==> config.mk <==
export PLATFORM = sky130hd
export DESIGN_NAME = parking_slot_sensor
export DESIGN_NICKNAME = d
export VERILOG_FILES = /design/src/rtl/parking_pkg.sv /design/src/rtl/slot_debounce.sv /design/src/rtl/parking_slot_sensor.sv
export SDC_FILE = /design/constraint.sdc
export NUM_CORES = 1
export LEC_CHECK = 0
export ABC_AREA = 1
export CORE_ASPECT_RATIO = 1.5
export CORE_MARGIN = 2
export CORE_UTILIZATION = 49
export CTS_CLUSTER_DIAMETER = 100
export CTS_CLUSTER_SIZE = 24
export DETAILED_ROUTE_END_ITERATION = 16
export PLACE_DENSITY_LB_ADDON = 0.2
export SLEW_MARGIN = 15
export SYNTH_ARGS = -nofsm -noshare
export SYNTH_HDL_FRONTEND = slang
export SYNTH_SLANG_ARGS = --single-unit
==> constraint.sdc <==
create_clock -name clk -period 3 [get_ports clk]
set_input_delay 0.6 -clock clk [delete_from_list [all_inputs] [get_ports clk]]
set_output_delay 0.6 -clock clk [all_outputs]
set_load 0.01 [all_outputs]
==> src/rtl/parking_pkg.sv <==
// Shared constants, event FSM state type and popcount helper for the parking slot sensor.
`timescale 1ns/1ps
package parking_pkg;

  localparam int NUM_SLOTS  = 8;
  localparam int SLOT_IDX_W = 3;
  localparam int COUNT_W    = 4;

  typedef enum logic {
    IDLE    = 1'b0,
    PRESENT = 1'b1
  } evt_state_t;

  function automatic logic [COUNT_W-1:0] popcount(input logic [NUM_SLOTS-1:0] v);
    logic [COUNT_W-1:0] sum;
    sum = '0;
    for (int i = 0; i < NUM_SLOTS; i++) begin
      sum = sum + COUNT_W'(v[i]);
    end
    return sum;
  endfunction

endpackage

==> src/rtl/slot_debounce.sv <==
// One parking slot: 2-flop synchronizer followed by the debounced occupied bit.
// Macro PARK_DEBOUNCE_EN selects the counter-based debounce; otherwise the synchronized bit is registered once.
`timescale 1ns/1ps
module slot_debounce
  import parking_pkg::*;
#(
  parameter int DEB_CYCLES = 1000000
) (
  input  logic clk,
  input  logic rst,
  input  logic switch_raw,
  output logic occupied
);

  logic sync_q1;
  logic sync_q2;

  always_ff @(posedge clk) begin
    if (rst) begin
      sync_q1 <= 1'b0;
      sync_q2 <= 1'b0;
    end else begin
      sync_q1 <= switch_raw;
      sync_q2 <= sync_q1;
    end
  end

`ifdef PARK_DEBOUNCE_EN
  localparam int CNT_W = (DEB_CYCLES > 1) ? $clog2(DEB_CYCLES) : 1;
  localparam logic [CNT_W-1:0] CNT_LAST = CNT_W'(DEB_CYCLES - 1);

  logic [CNT_W-1:0] cnt;

  // Any cycle where the input agrees with the current state restarts the stability window.
  always_ff @(posedge clk) begin
    if (rst) begin
      cnt      <= '0;
      occupied <= 1'b0;
    end else if (sync_q2 == occupied) begin
      cnt <= '0;
    end else if (cnt == CNT_LAST) begin
      cnt      <= '0;
      occupied <= ~occupied;
    end else begin
      cnt <= cnt + 1'b1;
    end
  end
`else
  always_ff @(posedge clk) begin
    if (rst) begin
      occupied <= 1'b0;
    end else begin
      occupied <= sync_q2;
    end
  end
`endif

endmodule

==> src/rtl/parking_slot_sensor.sv <==
// Eight-slot parking occupancy sensor: per-slot debounce, registered car count and a valid/ready event stream.
// Debounce is enabled with macro PARK_DEBOUNCE_EN (see slot_debounce).
`timescale 1ns/1ps
module parking_slot_sensor
  import parking_pkg::*;
#(
  parameter int DEB_CYCLES = 1000000
) (
  input  logic                  clk,
  input  logic                  rst,
  input  logic [NUM_SLOTS-1:0]  switches,
  output logic [NUM_SLOTS-1:0]  occupied,
  output logic [COUNT_W-1:0]    car_count,
  output logic                  full,
  output logic                  empty,
  output logic                  evt_valid,
  input  logic                  evt_ready,
  output logic [SLOT_IDX_W-1:0] evt_slot,
  output logic                  evt_arrive,
  output logic                  evt_ovf,
  input  logic                  ovf_clr
);

  evt_state_t state, state_next;

  logic [NUM_SLOTS-1:0]  occ_prev;
  logic [NUM_SLOTS-1:0]  toggled;
  logic [NUM_SLOTS-1:0]  pending, pending_next;
  logic [NUM_SLOTS-1:0]  pdir, pdir_next;
  logic [NUM_SLOTS-1:0]  pend_clr;
  logic [COUNT_W-1:0]    occ_count;
  logic [SLOT_IDX_W-1:0] sel;
  logic                  found;
  logic                  ovf_set;
  logic                  evt_valid_next;
  logic                  evt_arrive_next;
  logic [SLOT_IDX_W-1:0] evt_slot_next;

  for (genvar gi = 0; gi < NUM_SLOTS; gi++) begin : g_slot
    slot_debounce #(
      .DEB_CYCLES (DEB_CYCLES)
    ) u_slot (
      .clk        (clk),
      .rst        (rst),
      .switch_raw (switches[gi]),
      .occupied   (occupied[gi])
    );
  end

  assign occ_count = popcount(occupied);
  assign toggled   = occupied ^ occ_prev;

  always_ff @(posedge clk) begin
    if (rst) begin
      occ_prev  <= '0;
      car_count <= '0;
      full      <= 1'b0;
      empty     <= 1'b1;
    end else begin
      occ_prev  <= occupied;
      car_count <= occ_count;
      full      <= (occ_count == COUNT_W'(NUM_SLOTS));
      empty     <= (occ_count == '0);
    end
  end

  // A slot toggling in the same cycle its event is being loaded is a fresh event, not an overwrite.
  always_comb begin
    state_next      = state;
    evt_valid_next  = evt_valid;
    evt_slot_next   = evt_slot;
    evt_arrive_next = evt_arrive;
    pend_clr        = '0;
    sel             = '0;
    found           = 1'b0;

    for (int i = 0; i < NUM_SLOTS; i++) begin
      if (pending[i] && !found) begin
        sel   = SLOT_IDX_W'(i);
        found = 1'b1;
      end
    end

    case (state)
      IDLE: begin
        if (found) begin
          pend_clr[sel]   = 1'b1;
          evt_slot_next   = sel;
          evt_arrive_next = pdir[sel];
          evt_valid_next  = 1'b1;
          state_next      = PRESENT;
        end
      end
      PRESENT: begin
        if (evt_ready) begin
          evt_valid_next = 1'b0;
          state_next     = IDLE;
        end
      end
      default: begin
        evt_valid_next = 1'b0;
        state_next     = IDLE;
      end
    endcase

    pending_next = (pending & ~pend_clr) | toggled;
    pdir_next    = (pdir & ~toggled) | (occupied & toggled);
    ovf_set      = |(toggled & pending & ~pend_clr);
  end

  always_ff @(posedge clk) begin
    if (rst) begin
      state      <= IDLE;
      pending    <= '0;
      pdir       <= '0;
      evt_valid  <= 1'b0;
      evt_slot   <= '0;
      evt_arrive <= 1'b0;
      evt_ovf    <= 1'b0;
    end else begin
      state      <= state_next;
      pending    <= pending_next;
      pdir       <= pdir_next;
      evt_valid  <= evt_valid_next;
      evt_slot   <= evt_slot_next;
      evt_arrive <= evt_arrive_next;
      if (ovf_set) begin
        evt_ovf <= 1'b1;
      end else if (ovf_clr) begin
        evt_ovf <= 1'b0;
      end
    end
  end

endmodule

==> reports/results.ini, run 1 <==
[cts]
cts.sink_count = 61
tritoncts.num_buffers = 9
cts-htree-levels = 3
clockBufferDepth = 2
clkLatencyLatePin_ns = 0.34
root_buffer = clkbuf_8
path_clk_slew_ns = 0.07
cts_tree = done

[sta]
worst_pin_slew_ns = 0.502
finalHoldViolations = 0
finalCriticalPeriod_ns = 2.95
grt_setup_unrepaired = true
relSlewSlack_pct = 66.5
finalMaxSlewViolations = 0
clock_skew_ns = 0.00602
setup_viol = 0
fin_crit_sh_pct = 98.5
layout_setup_ws_ns = 0.0458
fmax_ghz = 0.339

[synth]
ys_seq_elements = 61
post-synth-top-count-cell = nor2_1
synth.avg_cell_area_um2 = 7.76
seq_area_frac_synth_pct = 50.3
syn_nets = 332
synth-main-ff-cell = dfxtp_1
synthArstFlopShare_pct = 0
netlist_area_um2 = 2430
synth_top_area_share_pct = 50.3
synth_edf_count = 0
yosys-top-cells-count = nor2_1, inv_1, dfxtp_1
yosysTopAreaCell = dfxtp_1
ys_types = 25
yosys_warnings = 0
syn_inst = 313
synth.area.top_cells = dfxtp_1, nor2_1, inv_1

[setup_path]
worstPathMaxFanout = 2
crit_path_start_kind = flop
cp-end-kind = flop
critical_path_required_ns = 3.28
r2r_setup_slack_ns = 0.05
reg2regPathDepth = 11
r2r_start = g_slot[0].u_slot.occupied$_SDFF_PP0_
crit_type = flop to flop
worstReg2RegEnd = empty$_SDFF_PP1_
crit_arrival_ns = 3.23

[placement]
port-buffer-count = 31
dp_hpwl_um = 3200
post-place-ws_ns = 0.00318
place.gp.congestion = 0.883

[route]
drc = 0
routedWlPerCell_um = 10.6
ant_nets = 0
drt_iter0_markers = 62
vias = 1889
dr.pass1.iters = 4
wirelength_um = 4420
via_per_inst = 4.53

[finish]
seq_area_um2 = 1220
drive_above_1_share_pct = 11.7
antenna_cells = 0
postLayoutCoreUtil_pct = 62.9
filler_cell_count = 453
multiInputGateArea_um2 = 897
area_growth_pct = 24.6
fin_nets = 365

[die]
dieArea_um2 = 5550
die_y_um = 90.2
num_rows = 31
core_area_um2 = 4810
start_util_pct = 50.5
io-pin-count = 32
dieWidth_um = 61.5

[min_path]
min_to = g_slot[3].u_slot.occupied$_SDFF_PP0_
hold_class = flop to flop
hold_path_startpoint = g_slot[3].u_slot.sync_q2$_SDFF_PP0_
hold_depth = 2

[pwr]
pwr_density_cell_nw_per_um2 = 623
power.leakage_nw = 1.38
ir_drop_v = 0.000409

[global_routing]
grt_usage_pct = 18.4
grt_pass1_vias = 1733
grt_start_max_net_pins = 29
grt_pass1_wl_um = 7400
overflow = 0
antenna_found_initial = 0

[outcome]
status = finished, final reports clean

[run]
drv_cap = 0

## cells in the final DEF, fill, tap and decap left out
master,instances
nor2_1,72
inv_1,65
dfxtp_1,60
nand2_1,30
clkdlybuf4s50_1,30
a21oi_1,17
o21ai_0,10
clkbuf_8,9
nand3_1,8
buf_4,5
nor2_2,4
o21ai_1,4
a31oi_1,3
fa_1,3
clkinvlp_4,3
nor2_4,2
nand2_2,2
a211oi_1,2
nor3_1,2
ha_1,2
clkinv_4,2
bufinv_16,2
inv_2,1
xor2_2,1
nand3_2,1
nor3_2,1
o21ai_2,1
inv_6,1
nand4_4,1
nand2_4,1
o22ai_1,1
o221ai_1,1
fa_2,1
ha_2,1
dfxtp_2,1
buf_2,1
## metrics by stage
step	std cells	power (mW)	setup TNS, ns	hold WS [ns]	cell area [µm²]
finish	417	1.89	0	0.399	3030
global route	417	1.98	-0.187	0.414	3030
CTS	416	1.90	0	0.399	3010
detailed placement	399	1.10	0	0.395	2760
global placement	399	1.09	0	0.389	2760
floorplan	313	1.02	0	0.388	2430
## layer usage
metal	vias to the layer above	global-route usage (%)	routed length, µm
met3	15	6.04	207
met1	830	19.2	1770
li1	1003	-	-
met2	41	29.6	2300
met5	-	0	0
met4	0	12.6	145
## how the worst max path moves through the flow
stage                                               from               end  slack [ns]  cells past startpoint
global route        g_slot[0].u_slot.occupied$_SDFF_PP0_   full$_SDFF_PP0_       -0.09                     11
detailed placement  g_slot[0].u_slot.occupied$_SDFF_PP0_   full$_SDFF_PP0_       0.003                     11
floorplan           g_slot[0].u_slot.occupied$_SDFF_PP0_  empty$_SDFF_PP1_        0.15                     11
CTS                 g_slot[0].u_slot.occupied$_SDFF_PP0_   full$_SDFF_PP0_       0.003                     10
global placement    g_slot[0].u_slot.occupied$_SDFF_PP0_  empty$_SDFF_PP1_        0.08                     11
finish              g_slot[0].u_slot.occupied$_SDFF_PP0_  empty$_SDFF_PP1_        0.05                     11
## critical path, cell delays in order, from the launching register on
cell and delay (ns):
dfxtp_2 0.33, fa_1 0.52, inv_1 0.05, fa_1 0.49, fa_1 0.40, inv_1 0.08
ha_2 0.18, inv_2 0.04, fa_2 0.34, xor2_2 0.18, nand3_2 0.13, o21ai_2 0.14
## power by group
part / switching (mW) / internal (mW) / total [mW]
Combinational: 0.114 / 0.0942 / 0.208
Clock: 0.334 / 0.469 / 0.803
Sequential: 0.0229 / 0.852 / 0.874
## final cells by class
type	count	share of cell area [%]
multi-input cells	171	29.7
inverters	67	8.48
clock inverters	7	3.31
well taps	66	2.73
clock buffers	9	4.09
flip-flops and latches	61	40.4
repair buffers	36	11.3
## what timing repair did
| item | 4_1_cts | 5_1_grt |
|---|---|---|
| setup endpoints to repair | 1 | 3 |
| buffers inserted | 1 | 1 |
| pin swaps | 2 | 3 |
| resized for setup | 5 | 5 |
| hold buffers | 0 | 0 |
| hold endpoints to repair | 0 | 0 |
## logic make-up (layout without fill, tap and decap cells)
group | count (synthesis) | after routing | share of synthesized area [%]
compound gates | 39 | 39 | 8.60
flops | 61 | 61 | 50.3
fa+ha+maj | 7 | 7 | 4.84
buf+inv | 81 | 119 | 14.0
xor+xnor | 1 | 1 | 0.361
simple gates | 124 | 124 | 21.9
No activity file was read; power rests on OpenSTA's default activity.
==> run 2: changes to the inputs <==
--- a/config.mk
+++ b/config.mk
@@ -8,7 +8,7 @@
 export ABC_AREA = 1
 export CORE_ASPECT_RATIO = 1.5
 export CORE_MARGIN = 2
-export CORE_UTILIZATION = 49
+export CORE_UTILIZATION = 54
 export CTS_CLUSTER_DIAMETER = 100
 export CTS_CLUSTER_SIZE = 24
 export DETAILED_ROUTE_END_ITERATION = 16
==> constraint.sdc (replaced) <==
create_clock -name clk -period 3.1 [get_ports clk]
set_input_delay 0.62 -clock clk [delete_from_list [all_inputs] [get_ports clk]]
set_output_delay 0.62 -clock clk [all_outputs]
set_load 0.01 [all_outputs]
==> reports/results.ini, run 2 (synthesis gave the netlist of run 1 again) <==
[placement]
place.gp.congestion = 0.918  ; +3.9%
dp_hpwl_um = 3310  ; +3.2%
dp.cells = 378  ; -5.3%
dpl-instance-area_um2 = 2720  ; -1.2%
post-place-ws_ns = 0.0537  ; +0.0505 ns
port-buffer-count = 31  ; unchanged

[finish]
mostFrequentLayoutCell = nor2_1
instances_no_fill = 394  ; -5.5%
fin_nets = 362  ; -0.82%
area_growth_pct = 22.3
postLayoutCoreUtil_pct = 69.3  ; +6.4 points
antenna_cells = 0  ; unchanged
drive_above_1_share_pct = 9.20  ; -2.5 points
fin_area_um2 = 2970  ; -1.9%
filler_cell_count = 345  ; -24%
layout_common_cells = nor2_1, inv_1, dfxtp_1, nand2_1, clkdlybuf4s50_1

[global_routing]
grt_pass1_wl_um = 7440  ; +0.57%
grt_start_max_net_pins = 31  ; +6.9%
grt_usage_pct = 20.3  ; +1.9 points
overflow = 0  ; unchanged
grt_pass1_vias = 1771  ; +2.2%
antenna_found_initial = 0  ; unchanged

[die]
dieArea_um2 = 5060  ; -8.8%
dieWidth_um = 58.8  ; -4.4%
start_util_pct = 56.7  ; +6.2 points
io-pin-count = 32  ; unchanged
num_rows = 29  ; -6.5%
core_area_um2 = 4280  ; -11%
die_y_um = 86.1  ; -4.5%

[route]
drt_iter0_markers = 68  ; +9.7%
vias = 1897  ; +0.42%
dr.pass1.iters = 11  ; +7
ant_nets = 0  ; unchanged
routedWlPerCell_um = 11.6  ; +9.6%
wirelength_um = 4580  ; +3.6%
via_per_inst = 4.81  ; +6.3%
drc = 3  ; +3

[sta]
finalHoldViolations = 0  ; unchanged
layout_setup_ws_ns = 0.142  ; +0.0965 ns
worst_pin_slew_ns = 0.535  ; +0.0328 ns
finalCriticalPeriod_ns = 2.96  ; +0.00350 ns
setup_viol = 0  ; unchanged
relSlewSlack_pct = 64.3  ; -2.2 points
fin_crit_sh_pct = 95.4  ; -3.1 points
clock_skew_ns = 0.00693  ; +0.000912 ns
finalMaxSlewViolations = 0  ; unchanged
grt_setup_unrepaired = false
fmax_ghz = 0.338  ; -0.12%
setup_tns_ns = 0  ; unchanged

[cts]
clkLatencyLatePin_ns = 0.34  ; about the same
cts.sink_count = 61  ; unchanged
tritoncts.num_buffers = 9  ; unchanged
postCtsSetupRepairBufs = 0  ; -1
ctsHoldBuffers = 0  ; unchanged
cts-htree-levels = 3  ; unchanged
cts_resized = 0  ; -5
cts_tree = done
path_clk_slew_ns = 0.06  ; about the same
root_buffer = clkbuf_8
clockBufferDepth = 2  ; unchanged

[pwr]
ir_drop_v = 0.000521  ; +28%
pwr_density_cell_nw_per_um2 = 619  ; -0.76%
power.leakage_nw = 1.38  ; about the same

[setup_path]
reg2regPathDepth = 11  ; unchanged
cp-end-kind = flop
max_stage_delay_ns = 0.53  ; about the same
cp_num_buf_inv = 3  ; unchanged
path_cells = fa_1 -> inv_1 -> fa_1 -> fa_1 -> inv_1 -> ha_1 -> inv_1 -> fa_2 -> xor2_2 -> nand3_2 -> o21ai_0
crit_path_start_kind = flop
crit_family = adder cells
crit_arrival_ns = 3.22  ; about the same
cp_slowest_cell = fa_1
r2r_setup_slack_ns = 0.14  ; +0.10 ns
worstPathMaxFanout = 2  ; unchanged
worstReg2RegEnd = empty$_SDFF_PP1_
crit_type = flop to flop
r2r_start = g_slot[0].u_slot.occupied$_SDFF_PP0_
critical_path_required_ns = 3.36  ; +0.08 ns

[min_path]
min_to = g_slot[7].u_slot.sync_q2$_SDFF_PP0_
hold_path_startpoint = g_slot[7].u_slot.sync_q1$_SDFF_PP0_
hold_class = flop to flop
hold_depth = 2  ; unchanged

[run]
drv_cap = 0  ; unchanged

[outcome]
violations = design-rule violations
status = finished with violations

-- run 2: cell count changes in the layout (fill, tap and decap cells not counted), moves of 2 or more --
cell and delta:
buf_4 -3, clkinvlp_4 -3, clkbuf_8 +2, clkinv_2 +2, clkinv_4 -2
-- run 2: per-stage QoR --
step | hold WS [ns] | power (mW)
3_3_place_gp | 0.388 | 1.06
2_1_floorplan | 0.388 | 0.986
6_report | 0.400 | 1.84
4_1_cts | 0.401 | 1.85
3_5_place_dp | 0.395 | 1.06
5_1_grt | 0.416 | 1.92
-- run 2: worst max-delay path by stage --
| stage | depth (start not counted) | end | slack, ns | start |
|---|---|---|---|---|
| 2_1_floorplan | 11 | empty$_SDFF_PP1_ | 0.25 | g_slot[0].u_slot.occupied$_SDFF_PP0_ |
| 3_3_place_gp | 11 | empty$_SDFF_PP1_ | 0.19 | g_slot[0].u_slot.occupied$_SDFF_PP0_ |
| 3_5_place_dp | 11 | full$_SDFF_PP0_ | 0.05 | g_slot[0].u_slot.occupied$_SDFF_PP0_ |
| 4_1_cts | 11 | full$_SDFF_PP0_ | 0.04 | g_slot[0].u_slot.occupied$_SDFF_PP0_ |
| 5_1_grt | 11 | empty$_SDFF_PP1_ | 0.02 | g_slot[0].u_slot.occupied$_SDFF_PP0_ |
| 6_report | 11 | empty$_SDFF_PP1_ | 0.14 | g_slot[0].u_slot.occupied$_SDFF_PP0_ |
-- run 2: metal layers --
| metal | vias to the layer above | track usage, % | wire (µm) |
|---|---|---|---|
| li1 | 992 | - | - |
| met1 | 831 | 21.6 | 1830 |
| met2 | 51 | 33.4 | 2280 |
| met3 | 23 | 3.47 | 193 |
| met4 | 0 | 17.8 | 274 |
| met5 | - | 0 | 0 |
-- run 2: cell type report --
cell class | count | area (µm²) | area share [%]
tap | 46 | 57.6 | 1.94
clock buffer | 12 | 155 | 5.23
clock inverter | 4 | 70.1 | 2.36
sequential | 61 | 1220 | 41.1
inverter | 67 | 256 | 8.64
timing repair buffer | 33 | 320 | 10.8
multi-input combinational | 171 | 888 | 29.9
-- run 2: power breakdown --
part	internal [mW]	switching [mW]	total, mW
combinational	0.0892	0.112	0.201
clock	0.494	0.294	0.788
sequential	0.824	0.0228	0.847
-- run 2: worst min-delay path, cell delays in order (launching register included) --
cell	delay, ns
dfxtp_1	0.30
inv_1	0.04
nor2_1	0.03
